File: config.mk
export PLATFORM = sky130hd
export DESIGN_NAME = arya_mem_loader_flat
export DESIGN_NICKNAME = d
export VERILOG_FILES = /design/src/rtl/arya_mem_loader_if.sv /design/src/rtl/arya_mem_loader.sv /design/src/flat_wrapper.sv
export SDC_FILE = /design/constraint.sdc
export NUM_CORES = 1
export LEC_CHECK = 0
export CORE_MARGIN = 2
export CORE_UTILIZATION = 45
export DETAILED_ROUTE_END_ITERATION = 16
export PLACE_DENSITY = 0.69
export SYNTH_ARGS = -nofsm -noshare
export SYNTH_HDL_FRONTEND = slang
export SYNTH_SLANG_ARGS = --single-unit
File: constraint.sdc
create_clock -name clk -period 7.7 [get_ports clk]
set_clock_uncertainty 0.15 [all_clocks]
set_input_delay 1.155 -clock clk [delete_from_list [all_inputs] [get_ports clk]]
set_output_delay 1.155 -clock clk [all_outputs]
set_load 0.05 [all_outputs]
File: src/rtl/arya_mem_loader_if.sv
// Bundles the arya loader's host stream, core memory port and status signals.
// The loader owns the master modport; host/core models use the slave modport.
interface arya_mem_loader_if #(
    parameter int DPW = 64,
    parameter int MAW = 10
);
    logic           start;
    logic           mode;
    logic [MAW-1:0] base_addr;
    logic [MAW:0]   word_count;
    logic           in_valid;
    logic [DPW-1:0] in_data;
    logic           in_ready;
    logic [MAW-1:0] mem_addr_out;
    logic [DPW-1:0] mem_wdata_out;
    logic           setup_mem;
    logic           verify_mem;
    logic [DPW-1:0] mem_rdata_in;
    logic           core_en;
    logic           busy;
    logic           done;
    logic           error;
    logic [MAW:0]   err_count;
    logic [MAW-1:0] first_err_addr;

    modport master (
        input  start, mode, base_addr, word_count, in_valid, in_data, mem_rdata_in,
        output in_ready, mem_addr_out, mem_wdata_out, setup_mem, verify_mem,
               core_en, busy, done, error, err_count, first_err_addr
    );

    modport slave (
        output start, mode, base_addr, word_count, in_valid, in_data, mem_rdata_in,
        input  in_ready, mem_addr_out, mem_wdata_out, setup_mem, verify_mem,
               core_en, busy, done, error, err_count, first_err_addr
    );
endinterface

File: src/rtl/arya_mem_loader.sv
// Host-side loader for the arya setup/verify memory port: streams an image into
// core memory or reads it back and compares against a streamed expected image.
module arya_mem_loader #(
    parameter int DATAPATH_WIDTH = 64,
    parameter int MEM_ADDR_WIDTH = 10,
    parameter int READ_LATENCY   = 1
) (
    input  logic              clk,
    input  logic              reset,
    arya_mem_loader_if.master bus
);
    localparam int          DPW = DATAPATH_WIDTH;
    localparam int          MAW = MEM_ADDR_WIDTH;
    localparam int unsigned RL  = READ_LATENCY;
    localparam logic [MAW:0] CNT_ONE = (MAW+1)'(1);

    typedef enum logic [2:0] {
        S_IDLE,
        S_WRITE,
        S_READ,
        S_DRAIN,
        S_FIN
    } state_t;

    state_t         r_state;
    logic [MAW-1:0] r_base;
    logic [MAW:0]   r_count;
    logic [MAW:0]   r_idx;
    logic           r_in_ready;
    logic           r_setup_mem;
    logic           r_busy;
    logic           r_core_en;
    logic           r_done;
    logic           r_error;
    logic [MAW-1:0] r_mem_addr;
    logic [DPW-1:0] r_mem_wdata;
    logic [MAW:0]   r_err_count;
    logic [MAW-1:0] r_first_err_addr;

    // Stage 0 coincides with the verify_mem strobe; stage RL lines up with read data.
    logic [RL:0]    r_dl_vld;
    logic [DPW-1:0] r_dl_exp  [RL+1];
    logic [MAW-1:0] r_dl_addr [RL+1];

    logic           w_accept;
    logic           w_last;
    logic [MAW-1:0] w_addr;
    logic           w_mismatch;
    logic           w_dl_pending;

    assign w_accept     = bus.in_valid & r_in_ready;
    assign w_last       = (r_idx == (r_count - CNT_ONE));
    assign w_addr       = r_base + r_idx[MAW-1:0];
    assign w_mismatch   = r_dl_vld[RL] && (bus.mem_rdata_in != r_dl_exp[RL]);
    assign w_dl_pending = |r_dl_vld[RL-1:0];

    always_ff @(posedge clk) begin
        if (reset) begin
            r_state          <= S_IDLE;
            r_base           <= '0;
            r_count          <= '0;
            r_idx            <= '0;
            r_in_ready       <= 1'b0;
            r_setup_mem      <= 1'b0;
            r_busy           <= 1'b0;
            r_core_en        <= 1'b1;
            r_done           <= 1'b0;
            r_error          <= 1'b0;
            r_mem_addr       <= '0;
            r_mem_wdata      <= '0;
            r_err_count      <= '0;
            r_first_err_addr <= '0;
            r_dl_vld         <= '0;
            for (int unsigned i = 0; i <= RL; i++) begin
                r_dl_exp[i]  <= '0;
                r_dl_addr[i] <= '0;
            end
        end else begin
            r_setup_mem <= 1'b0;
            r_done      <= 1'b0;
            r_dl_vld    <= {r_dl_vld[RL-1:0], 1'b0};
            for (int unsigned i = 1; i <= RL; i++) begin
                r_dl_exp[i]  <= r_dl_exp[i-1];
                r_dl_addr[i] <= r_dl_addr[i-1];
            end

            if (w_mismatch) begin
                r_error <= 1'b1;
                if (r_err_count != '1) r_err_count <= r_err_count + CNT_ONE;
                if (!r_error) r_first_err_addr <= r_dl_addr[RL];
            end

            case (r_state)
                S_IDLE: begin
                    if (bus.start) begin
                        r_base           <= bus.base_addr;
                        r_count          <= bus.word_count;
                        r_idx            <= '0;
                        r_error          <= 1'b0;
                        r_err_count      <= '0;
                        r_first_err_addr <= '0;
                        r_busy           <= 1'b1;
                        r_core_en        <= 1'b0;
                        if (bus.word_count == '0) begin
                            r_state <= S_FIN;
                        end else begin
                            r_state    <= bus.mode ? S_READ : S_WRITE;
                            r_in_ready <= 1'b1;
                        end
                    end
                end
                S_WRITE: begin
                    if (w_accept) begin
                        r_setup_mem <= 1'b1;
                        r_mem_addr  <= w_addr;
                        r_mem_wdata <= bus.in_data;
                        r_idx       <= r_idx + CNT_ONE;
                        if (w_last) begin
                            r_state    <= S_FIN;
                            r_in_ready <= 1'b0;
                        end
                    end
                end
                S_READ: begin
                    if (w_accept) begin
                        r_dl_vld[0]  <= 1'b1;
                        r_dl_exp[0]  <= bus.in_data;
                        r_dl_addr[0] <= w_addr;
                        r_mem_addr   <= w_addr;
                        r_idx        <= r_idx + CNT_ONE;
                        if (w_last) begin
                            r_state    <= S_DRAIN;
                            r_in_ready <= 1'b0;
                        end
                    end
                end
                S_DRAIN: begin
                    // The final compare lands on the same edge we leave, so done trails it.
                    if (!w_dl_pending) r_state <= S_FIN;
                end
                S_FIN: begin
                    r_done    <= 1'b1;
                    r_state   <= S_IDLE;
                    r_busy    <= 1'b0;
                    r_core_en <= 1'b1;
                end
                default: begin
                    r_state    <= S_IDLE;
                    r_in_ready <= 1'b0;
                    r_busy     <= 1'b0;
                    r_core_en  <= 1'b1;
                end
            endcase
        end
    end

    assign bus.in_ready       = r_in_ready;
    assign bus.mem_addr_out   = r_mem_addr;
    assign bus.mem_wdata_out  = r_mem_wdata;
    assign bus.setup_mem      = r_setup_mem;
    assign bus.verify_mem     = r_dl_vld[0];
    assign bus.core_en        = r_core_en;
    assign bus.busy           = r_busy;
    assign bus.done           = r_done;
    assign bus.error          = r_error;
    assign bus.err_count      = r_err_count;
    assign bus.first_err_addr = r_first_err_addr;
endmodule
File: src/flat_wrapper.sv
// flat-port wrapper written by rule: the top's interface ports become plain ports
module arya_mem_loader_flat 
#(
    parameter int DATAPATH_WIDTH = 64,
    parameter int MEM_ADDR_WIDTH = 10,
    parameter int READ_LATENCY   = 1
)
  (clk, reset, bus_start, bus_mode, bus_base_addr, bus_word_count, bus_in_valid, bus_in_data, bus_mem_rdata_in, bus_in_ready, bus_mem_addr_out, bus_mem_wdata_out, bus_setup_mem, bus_verify_mem, bus_core_en, bus_busy, bus_done, bus_error, bus_err_count, bus_first_err_addr);
  arya_mem_loader_if bus_i ();
  input  logic clk;
  input  logic reset;
  input wire logic [$bits(bus_i.start)-1:0] bus_start;
  input wire logic [$bits(bus_i.mode)-1:0] bus_mode;
  input wire logic [$bits(bus_i.base_addr)-1:0] bus_base_addr;
  input wire logic [$bits(bus_i.word_count)-1:0] bus_word_count;
  input wire logic [$bits(bus_i.in_valid)-1:0] bus_in_valid;
  input wire logic [$bits(bus_i.in_data)-1:0] bus_in_data;
  input wire logic [$bits(bus_i.mem_rdata_in)-1:0] bus_mem_rdata_in;
  output wire logic [$bits(bus_i.in_ready)-1:0] bus_in_ready;
  output wire logic [$bits(bus_i.mem_addr_out)-1:0] bus_mem_addr_out;
  output wire logic [$bits(bus_i.mem_wdata_out)-1:0] bus_mem_wdata_out;
  output wire logic [$bits(bus_i.setup_mem)-1:0] bus_setup_mem;
  output wire logic [$bits(bus_i.verify_mem)-1:0] bus_verify_mem;
  output wire logic [$bits(bus_i.core_en)-1:0] bus_core_en;
  output wire logic [$bits(bus_i.busy)-1:0] bus_busy;
  output wire logic [$bits(bus_i.done)-1:0] bus_done;
  output wire logic [$bits(bus_i.error)-1:0] bus_error;
  output wire logic [$bits(bus_i.err_count)-1:0] bus_err_count;
  output wire logic [$bits(bus_i.first_err_addr)-1:0] bus_first_err_addr;
  assign bus_i.start = bus_start;
  assign bus_i.mode = bus_mode;
  assign bus_i.base_addr = bus_base_addr;
  assign bus_i.word_count = bus_word_count;
  assign bus_i.in_valid = bus_in_valid;
  assign bus_i.in_data = bus_in_data;
  assign bus_i.mem_rdata_in = bus_mem_rdata_in;
  assign bus_in_ready = bus_i.in_ready;
  assign bus_mem_addr_out = bus_i.mem_addr_out;
  assign bus_mem_wdata_out = bus_i.mem_wdata_out;
  assign bus_setup_mem = bus_i.setup_mem;
  assign bus_verify_mem = bus_i.verify_mem;
  assign bus_core_en = bus_i.core_en;
  assign bus_busy = bus_i.busy;
  assign bus_done = bus_i.done;
  assign bus_error = bus_i.error;
  assign bus_err_count = bus_i.err_count;
  assign bus_first_err_addr = bus_i.first_err_addr;
  arya_mem_loader #(.DATAPATH_WIDTH(DATAPATH_WIDTH), .MEM_ADDR_WIDTH(MEM_ADDR_WIDTH), .READ_LATENCY(READ_LATENCY)) u_core (.clk(clk), .reset(reset), .bus(bus_i));
endmodule
==> results by group <==
Setup path
  • Critical path's largest stage delay: 0.84 ns
  • Crit path max-delay family: simple AND/OR/NAND/NOR gates
  • Critical path's slowest cell: nor4_1
  • R2R setup slack: 4.54 ns
  • R2R depth: 6
  • Req. time, crit path: 7.99 ns
  • CP Depth: 7
  • Crit Path Max Fanout: 12
  • CP Capture Type: flip-flop
  • Worst Setup Path Type: input pin to flip-flop
  • Reg-to-Reg Start: u_core.r_dl_exp[0][123]
  • CP most frequent cell: nor4_1
  • Arr. time, crit path: 4.04 ns
  • Worst Path Buf+Inv: 1
  • Type of origin of the critical path: input pin
  • Worst path cell trace: clkdlybuf4s50_1 > xor2_1 > nor4_1 > nand4_1 > nor4_1 > and3b_1 > a311oi_1
  • Beginning of the critical path: bus_mem_rdata_in[16]
  • FF-to-FF End: u_core.bus.err_count[7]

STA
  • Setup_tns: 0 ns
  • Relative slew slack: 27.3%
  • Max Fclk: 266 MHz
  • Unrepaired setup endpoints after global routing: no
  • Fin. Hold Viols: 0
  • Worst slew pin tran: 1.09 ns
  • Max-slew violation count: 0
  • Fin Hold WS: 0.304 ns
  • Fin crit share: 48.8%
  • Setup-failing EPs final: 0
  • Tmin final: 3.76 ns

Power
  • Pwr Density: 237 mW/mm^2
  • P_leak: 5.79 nW
  • VDD IR-drop max: 0.000211 V
  • Clock group share of total power: 35.3%
  • Flop pwr share: 47.8%
  • Comb power frac: 16.9%
  • Net Sw Power: 1.01 mW
  • P_int: 2.76 mW
  • Sw frac: 26.7%

Clock network
  • CTS tree: done
  • TritonCTS Buffers: 30
  • Clock latency on the worst-skew pair: 0.54 ns
  • Hold Buf Count CTS: 0
  • CTS root buf: clkbuf_16
  • CTS H-tree lvls: 1
  • Post-CTS setup buffer count: 0
  • Resize count post-CTS: 0
  • Reg clk slew, reported paths: 0.06 ns
  • Clk buf depth: 3
  • CTS sink cnt: 286

Routing
  • Drt total wl: 28.8 mm
  • Antenna Nets Post-Route: 0
  • DRC: 0
  • 1st-iter DRT viols: 488
  • Pre-antenna DRT Iters: 5
  • Vias per cell: 4.86
  • WL per Instance: 16.1 um
  • DR vias: 8717

Logic synthesis
  • Mapped Avg Cell Area: 10.6 sq um
  • Synth Register Bits: 286
  • Yosys cell types: 52
  • Synth warn: 0
  • Post-Syn Area: 0.0119 sq mm
  • Top post-synthesis cells by area: edfxtp_1, dfxtp_1, nor2b_1, nand2_1, xor2_1
  • Async SR Flop Fraction: 0%
  • Yosys top cell by area: edfxtp_1
  • Post-synth EDFFs: 148
  • Prevailing post-synth register cell: edfxtp_1
  • Sequential element share of the synthesized area: 60.5%
  • Area share of the largest cell type after synthesis: 37.3%
  • Mapped Cells: 1124

Layout
  • Layout cells sized above 1: 3.71%
  • P&R area growth vs syn: 33.6%
  • Most common cell after layout, fill and taps aside: clkdlybuf4s50_1
  • Layout Nets: 1598
  • Post-Layout Inst Area: 0.0159 sq mm
  • Commonest non-fill, non-tap cells in the layout: clkdlybuf4s50_1, nand2_1, edfxtp_1

Status
  • Outcome: complete, no violations

Hold path
  • HP Class: flip-flop to flip-flop
  • Hold EP: u_core.bus.core_en
  • Worst hold start: u_core.bus.core_en
  • Hold depth: 2

Global routing
  • Overall Global Routing Usage: 20.2%
  • Pin count of the biggest net entering global routing: 96
  • Initial antenna violation count: 3
  • Grt ovf: 0
  • First-pass GRT wire length: 45.0 mm
  • Vias in the first global route: 8506

Floorplan
  • Die width: 167 um
  • Top-level I/O count: 256
  • Die ar.: 0.0278 sq mm
  • Core area: 0.0261 sq mm
  • Die Y: 167 um
  • Starting Density: 45.7%
  • Placement row count: 59

Job
  • MaxCap Viol Count: 0

Place
  • Post-DP HPWL: 20.1 mm
  • Area after DPL: 0.0150 sq mm
  • Port bufs: 255
  • GP Congestion: 0.834
==> cells in the mapped netlist (all sizes together), types with 13 or more instances <==
master  instances
xor2           76
nor4           21
a21oi         115
nor3           14
nand2         190
o21ai          13
dfxtp         138
inv            15
clkbuf         58
edfxtp        148
nor2b         145
xnor2          15
nor2           54
nand3          15
==> flip-flops by register name, summed over array words and instances, names as in the netlist, 2 cells and up <==
| name | count |
|---|---|
| u_core.bus.mem_addr_out | 10 |
| u_core.r_dl_addr | 20 |
| u_core.r_idx | 11 |
| u_core.bus.mem_wdata_out | 64 |
| u_core.bus.first_err_addr | 10 |
| u_core.bus.err_count | 11 |
| u_core.r_count | 11 |
| u_core.r_state | 3 |
| u_core.r_dl_exp | 128 |
| u_core.r_base | 10 |
| u_core.r_dl_vld | 2 |
==> cells by family after synthesis <==
family                   count (synthesis)  synth area share [%]
AO/OA/AOI/OAI                          162                  7.76
XOR/XNOR                                91                  6.69
adder cells (fa/ha/maj)                 13                  1.43
buffers and inverters                   75                  2.36
flip-flops                             286                  60.5
multiplexers                            11                 0.924
other                                    1                0.0315
AND/OR/NAND/NOR                        485                  20.3
==> power groups by stage <==
stage	clock [mW]	combinational, mW	sequential, mW
global route	1.43	0.707	1.82
global placement	0	0.630	1.83
finish	1.33	0.638	1.80
detailed placement	0	0.638	1.84
floorplan	0	0.367	1.87
CTS	1.37	0.642	1.80
==> area by class of cell <==
| cell class | instances | area, sq um |
|---|---|---|
| multi-input cells | 836 | 4720 |
| fillers | 2179 | 10100 |
| diodes | 3 | 7.51 |
| inverters | 15 | 56.3 |
| flip-flops and latches | 286 | 7210 |
| clock inverters | 3 | 15.0 |
| repair buffers | 262 | 2610 |
| well taps | 335 | 419 |
| clock buffers | 52 | 885 |
==> worst min-delay path: cells and delay by family, from the launching register on <==
kind | cells | cell delay (ns)
AND/OR/NAND/NOR | 2 | 0.10
flip-flops | 1 | 0.31
==> routing by layer <==
layer	GRT usage [%]	part of all wire, %	vias to the layer above
met1	28.2	47	4060
met2	32.5	46	220
met5	0	0	-
met4	5.55	2.5	0
li1	-	-	4395
met3	3.80	5.1	42
==> worst max-delay path by stage <==
stage / to / slack, ns
2_1_floorplan: u_core.r_dl_addr[0][0] / 3.37
4_1_cts: u_core.bus.first_err_addr[9] / 3.82
3_5_place_dp: u_core.bus.first_err_addr[9] / 3.25
5_1_grt: u_core.bus.err_count[5] / 3.75
6_report: u_core.bus.err_count[7] / 3.94
3_3_place_gp: u_core.bus.err_count[4] / 3.31
==> per-stage QoR <==
step	worst slack [ns]	utilization, %	instances	power [mW]
floorplan	3.37	-	1197	2.24
global placement	3.31	57.6	1734	2.46
detailed placement	3.25	57.6	1734	2.47
CTS	3.82	61.1	1789	3.81
global route	3.75	61.1	1792	3.95
finish	3.94	61.1	1792	3.77
No activity file was read; power rests on OpenSTA's default activity.
